<file path="src/rtl/anim_pkg.sv">
// anim_pkg -- shared definitions for the animation frame sequencer.
//   seq_state_e : bounce direction state (UP counts toward LAST, DOWN toward 0)
//   DEF_DIVn    : default clocks-per-frame for speed settings 0..3
package anim_pkg;

  typedef enum logic {
    ST_UP   = 1'b0,
    ST_DOWN = 1'b1
  } seq_state_e;

  localparam int DEF_DIV0 = 50000000;
  localparam int DEF_DIV1 = 25000000;
  localparam int DEF_DIV2 = 12500000;
  localparam int DEF_DIV3 = 6250000;

endpackage

</file>
<file path="src/rtl/anim_prescaler.sv">
// anim_prescaler -- frame-rate prescaler.
//   clk, rst_n : clock, asynchronous active-low reset
//   run        : 1 = count, 0 = hold the count
//   restart    : synchronous clear of the count
//   speed      : selects DIV0..DIV3 clocks per frame
//   adv        : high in the cycle whose rising edge advances the frame
module anim_prescaler
  import anim_pkg::*;
#(
  parameter int PW   = 26,
  parameter int DIV0 = DEF_DIV0,
  parameter int DIV1 = DEF_DIV1,
  parameter int DIV2 = DEF_DIV2,
  parameter int DIV3 = DEF_DIV3
) (
  input  logic       clk,
  input  logic       rst_n,
  input  logic       run,
  input  logic       restart,
  input  logic [1:0] speed,
  output logic       adv
);

  logic [PW-1:0] cnt;
  logic [PW-1:0] div_m1;

  always_comb begin
    div_m1 = PW'(DIV0 - 1);
    case (speed)
      2'd0: div_m1 = PW'(DIV0 - 1);
      2'd1: div_m1 = PW'(DIV1 - 1);
      2'd2: div_m1 = PW'(DIV2 - 1);
      2'd3: div_m1 = PW'(DIV3 - 1);
      default: div_m1 = PW'(DIV0 - 1);
    endcase
  end

  // A ">=" compare rather than "==" means a speed change that lands below the
  // current count still advances on the next enabled edge instead of waiting
  // for the counter to wrap its full range.
  assign adv = run & (cnt >= div_m1);

  always_ff @(posedge clk or negedge rst_n) begin
    if (!rst_n) begin
      cnt <= '0;
    end else if (restart || adv) begin
      cnt <= '0;
    end else if (run) begin
      cnt <= cnt + 1'b1;
    end
  end

endmodule

</file>
<file path="src/rtl/anim_frame_seq.sv">
// anim_frame_seq -- animation frame sequencer with loop and bounce modes.
//   clk, rst_n : clock, asynchronous active-low reset
//   run        : 1 = advance frames, 0 = freeze
//   restart    : synchronous pulse, reloads the start frame (0 or LAST per dir)
//   dir        : 0 = up, 1 = down (loop mode and restart)
//   pingpong   : 0 = loop mode, 1 = bounce mode
//   speed      : prescaler select
//   frame      : current frame index, 0..LAST
//   tick       : one-cycle pulse in the first cycle a new frame is presented
//   wrap       : one-cycle pulse with tick when a full sequence completes
//   state      : bounce FSM state, exposed for observation
//
// Output handshake: tick acts as the valid strobe for frame; there is no
// ready. A consumer samples frame/wrap in any cycle where tick is high, and
// frame stays stable until the next tick, restart or reset.
module anim_frame_seq
  import anim_pkg::*;
#(
  parameter int         PW   = 26,
  parameter int         DIV0 = DEF_DIV0,
  parameter int         DIV1 = DEF_DIV1,
  parameter int         DIV2 = DEF_DIV2,
  parameter int         DIV3 = DEF_DIV3,
  parameter logic [4:0] LAST = 5'd31
) (
  input  logic       clk,
  input  logic       rst_n,
  input  logic       run,
  input  logic       restart,
  input  logic       dir,
  input  logic       pingpong,
  input  logic [1:0] speed,
  output logic [4:0] frame,
  output logic       tick,
  output logic       wrap,
  output seq_state_e state
);

  logic       adv;
  logic       armed;      // bounce state is valid; until set, dir seeds it
  logic       armed_d;
  logic [4:0] frame_d;
  logic       tick_d;
  logic       wrap_d;
  seq_state_e state_d;
  seq_state_e eff_state;

  anim_prescaler #(
    .PW  (PW),
    .DIV0(DIV0),
    .DIV1(DIV1),
    .DIV2(DIV2),
    .DIV3(DIV3)
  ) u_prescaler (
    .clk    (clk),
    .rst_n  (rst_n),
    .run    (run),
    .restart(restart),
    .speed  (speed),
    .adv    (adv)
  );

  always_ff @(posedge clk or negedge rst_n) begin
    if (!rst_n) begin
      frame <= 5'd0;
      tick  <= 1'b0;
      wrap  <= 1'b0;
      state <= ST_UP;
      armed <= 1'b0;
    end else begin
      frame <= frame_d;
      tick  <= tick_d;
      wrap  <= wrap_d;
      state <= state_d;
      armed <= armed_d;
    end
  end

  always_comb begin
    frame_d   = frame;
    tick_d    = 1'b0;
    wrap_d    = 1'b0;
    state_d   = state;
    armed_d   = armed;
    eff_state = armed ? state : (dir ? ST_DOWN : ST_UP);

    // Leaving bounce mode forgets the bounce direction so the next entry
    // takes it from dir again.
    if (!pingpong) begin
      armed_d = 1'b0;
    end

    if (restart) begin
      frame_d = dir ? LAST : 5'd0;
      state_d = dir ? ST_DOWN : ST_UP;
      armed_d = pingpong;
    end else if (adv) begin
      tick_d = 1'b1;
      if (!pingpong) begin
        if (!dir) begin
          if (frame >= LAST) begin
            frame_d = 5'd0;
            wrap_d  = 1'b1;
          end else begin
            frame_d = frame + 5'd1;
          end
        end else begin
          if (frame == 5'd0) begin
            frame_d = LAST;
            wrap_d  = 1'b1;
          end else if (frame > LAST) begin
            frame_d = LAST;
          end else begin
            frame_d = frame - 5'd1;
          end
        end
      end else begin
        armed_d = 1'b1;
        state_d = eff_state;
        case (eff_state)
          ST_UP: begin
            if (frame >= LAST) begin
              frame_d = LAST - 5'd1;
              state_d = ST_DOWN;
            end else begin
              frame_d = frame + 5'd1;
            end
          end
          ST_DOWN: begin
            if (frame == 5'd0) begin
              frame_d = 5'd1;
              state_d = ST_UP;
              wrap_d  = 1'b1;
            end else if (frame > LAST) begin
              frame_d = LAST;
            end else begin
              frame_d = frame - 5'd1;
            end
          end
          default: begin
            frame_d = 5'd0;
            state_d = ST_UP;
          end
        endcase
      end
    end
  end

endmodule

</file>
<file path="config.mk">
export PLATFORM = sky130hd
export DESIGN_NAME = anim_frame_seq
export DESIGN_NICKNAME = d
export VERILOG_FILES = /design/src/rtl/anim_pkg.sv /design/src/rtl/anim_prescaler.sv /design/src/rtl/anim_frame_seq.sv
export SDC_FILE = /design/constraint.sdc
export NUM_CORES = 1
export LEC_CHECK = 0
export ABC_CLOCK_PERIOD_IN_PS = 2900
export BUFFER_PORTS_ARGS = -buffer_cell sky130_fd_sc_hd__buf_2
export CAP_MARGIN = 20
export CORE_MARGIN = 2
export CORE_UTILIZATION = 43
export CTS_BUF_LIST = sky130_fd_sc_hd__clkbuf_2 sky130_fd_sc_hd__clkbuf_4 sky130_fd_sc_hd__clkbuf_8
export CTS_CLUSTER_SIZE = 12
export DETAILED_ROUTE_END_ITERATION = 12
export GPL_TIMING_DRIVEN = 0
export HOLD_SLACK_MARGIN = 0.12
export PLACE_DENSITY = 0.65
export SYNTH_ARGS = -nofsm -noshare
export SYNTH_HDL_FRONTEND = slang
export SYNTH_HIERARCHICAL = 1
export SYNTH_SLANG_ARGS = --single-unit
export TNS_END_PERCENT = 100
</file>
<file path="constraint.sdc">
create_clock -name clk -period 2.9 [get_ports clk]
set_input_delay 0 -clock clk [delete_from_list [all_inputs] [get_ports clk]]
set_output_delay 0 -clock clk [all_outputs]
set_load 0.02 [all_outputs]
</file>
==> results.py <==
metrics = {
    "power": {
        "power.density_cell_area_nw_per_um2": 343,
        "p_leak_nw": 1.33,
        "ir_drop_v": 0.000231,
    },
    "worst_setup_path": {
        "required_ns": 3.05,
        "start_kind": "flop",
        "criticalPathCategory": "reg -> reg",
        "worst-path-max-fanout": 7,
        "worst_setup_path_end_kind": "flop",
        "cp.arrival_ns": 2.86,
    },
    "routing": {
        "vias": 2369,
        "drtIter0Drc": 143,
        "antenna_left": 0,
        "drc": 0,
        "wire_per_inst_um": 15.3,
        "dr.pass1.iters": 5,
        "totalWireLength_um": 6190,
        "avgViaCountPerCell": 5.85,
    },
    "clock_network": {
        "numCtsBuffers": 5,
        "insertion_delay_ns": 0.28,
        "clkSinkCount": 35,
        "cts_buffer_depth": 2,
        "cts_root_buf": "clkbuf_8",
        "ctsHtreeMaxLevel": 2,
        "cts_tree": "built",
        "clk_pin_slew_worst_paths_ns": 0.07,
    },
    "synthesis": {
        "ys_types": 66,
        "synth_area_leaders": "dfrtp_1 32%, ha_1 9.6%, xnor2_1 6.4%, nor3_1 5.7%, nand2_1 3.7%",
        "synth_common_cells": "35 x dfrtp_1, 31 x nor3_1, 27 x nand2_1, 22 x nor2_1, 21 x ha_1",
        "synth_most_common_cell": "dfrtp_1",
        "syn_inst": 301,
        "ys_async_sr_fraction_pct": 100,
        "synth.largest_area_cell": "dfrtp_1",
        "synth.top_cell.area_share_pct": 31.9,
        "syn-num-nets": 330,
        "synthFlopType": "dfrtp_1",
        "ys_ff_latch": 35,
        "ys_warn_count": 6,
        "synth-seq-area-share_pct": 31.9,
        "synth_edf_count": 0,
        "avgSynthCellArea_um2": 9.11,
        "syn-cell-area_um2": 2740,
    },
    "timing": {
        "clock.fmax_mhz": 369,
        "drv_slew": 0,
        "min_period_over_period_pct": 93.4,
        "max_slew_margin_pct": 46.4,
        "period_needed_ns": 2.71,
        "holdWs_ns": 0.301,
        "fin_worst_skew_ns": 0.00958,
        "setup_viol": 0,
        "rsz0062_at_grt": "no",
        "finalSetupTns_ns": 0,
        "max_slew.worst_pin.slew_ns": 0.804,
        "finalHoldViolations": 0,
    },
    "global_route": {
        "grt_pass1_vias": 2245,
        "grt_pass1_wl_um": 10500,
        "grt_antenna_before_repair": 0,
        "grt.overflow.total": 0,
        "grt_start_max_net_pins": 36,
        "grt_use_total_pct": 18.3,
    },
    "status": {
        "outcome": "complete, no violations",
    },
    "finish": {
        "fin_cells": 405,
        "syn2layout_area_growth_pct": 12.5,
        "nets": 357,
        "diodes": 0,
        "drive_gt1_share_pct": 18.9,
    },
    "place": {
        "port_buffers": 14,
        "place.gp.congestion": 0.858,
        "dp_cells": 392,
        "dp_hpwl_um": 4520,
    },
    "floorplan": {
        "die_x_um": 83.8,
        "die_h_um": 83.8,
        "core_um2": 6240,
        "rows": 29,
        "start_util_pct": 43.9,
        "io-pin-count": 16,
        "dieArea_um2": 7030,
    },
    "run": {
        "cap_violations": 0,
    },
    "worst_hold_path": {
        "min_path_type": "in -> reg",
    },
}
[path summary, 6_finish.rpt]
path	from	endpoint	slack, ns	depth (start not counted)
min in group asynchronous	rst_n	u_prescaler/cnt[23]$_DFFE_PN0P_	0.34	2
min	dir	frame[0]$_DFFE_PN0P_	0.30	4
max in group asynchronous	rst_n	u_prescaler/cnt[2]$_DFFE_PN0P_	2.05	2
min reg2reg	u_prescaler/cnt[1]$_DFFE_PN0P_	u_prescaler/cnt[1]$_DFFE_PN0P_	0.56	1
max reg2reg	u_prescaler/cnt[15]$_DFFE_PN0P_	frame[2]$_DFFE_PN0P_	0.19	11
max	u_prescaler/cnt[15]$_DFFE_PN0P_	frame[2]$_DFFE_PN0P_	0.19	11
[layout by cell type (no fill, tap or decap), drive strengths merged, types with 2 or more instances in the layout]
master and n:
nand2 27, dfrtp 35, buf 28, nor4 6, ha 21, and3 3, xnor2 20, mux2i 2
dlygate4sd3 4, o31ai 3, nand4 9, or4 3, mux2 3, or3 6, o21bai 2, o41ai 2
nand3 9, a21oi 10, clkbuf 10, o211ai 7, o21ai 4, inv 16, xor2 6, nand2b 2
o22ai 2, nor3 36, nor2 23, a41oi 2
[per-layer routing]
metal / global-route usage (%) / wire (um) / up-vias
li1: - / - / 1153
met4: 5.28 / 65 / 0
met2: 29.7 / 2890 / 58
met5: 0 / 0 / -
met3: 3.26 / 269 / 6
met1: 24.9 / 2970 / 1152
[where the power goes]
| part | switching, mW | total (mW) | internal, mW |
|---|---|---|---|
| Clock | 0.171 | 0.357 | 0.186 |
| Sequential | 0.0189 | 0.518 | 0.499 |
| Combinational | 0.108 | 0.183 | 0.0751 |
[worst max-delay path, cell delays in order, from the launching register on]
cell,delay [ns]
dfrtp_1,0.47
ha_1,0.33
a211o_1,0.30
o211ai_1,0.11
o41ai_2,0.12
o31ai_2,0.31
a21oi_2,0.14
nor2b_2,0.20
nand2_2,0.14
nor2_1,0.06
a221oi_1,0.27
o211ai_1,0.13
[what timing repair did]
action                                  CTS  global route
setup buffers                             0             2
endpoints found under the setup margin    4             5
gates resized for setup                   3             4
pin swaps                                 0             2
hold buffers                              4             0
hold endpoints to repair                 40             0
[through the flow]
| step | worst slack [ns] | cell area, um^2 | total power, mW | util, % |
|---|---|---|---|---|
| 2_1_floorplan | 0.316 | 2740 | 0.649 | - |
| 3_3_place_gp | -0.263 | 2910 | 0.701 | 46.6 |
| 3_5_place_dp | -0.257 | 2910 | 0.704 | 46.6 |
| 4_1_cts | 0.0454 | 3050 | 1.07 | 48.9 |
| 5_1_grt | 0.0668 | 3080 | 1.11 | 49.4 |
| 6_report | 0.193 | 3080 | 1.06 | 49.4 |
[sequential cells by signal, indices dropped and copies added, names as in the netlist]
| signal | flops |
|---|---|
| frame | 5 |
| tick | 1 |
| wrap | 1 |
| armed | 1 |
| state | 1 |
| u_prescaler/cnt | 26 |
[kinds of logic (layout without fill, tap and decap cells)]
logic type,Yosys count,count (layout),synth area share [%]
muxes,5,5,2.10
DFF,35,35,31.9
xor gates and xnor gates,26,26,8.31
buffers and inverters,32,59,6.25
AOI/OAI and AO/OA,50,50,14.2
and+or+nand+nor,132,132,27.6
adders and majority gates,21,21,9.58
[final cells by class]
class,instances,area [um^2]
buffer,16,111
fill,588,3160
sequential,35,876
clock buffer,6,82.6
timing repair buffer,20,125
multi-input combinational,234,1730
tap,77,96.3
clock inverter,1,5.00
inverter,16,60.1
Power figures use the tool's default switching activity.
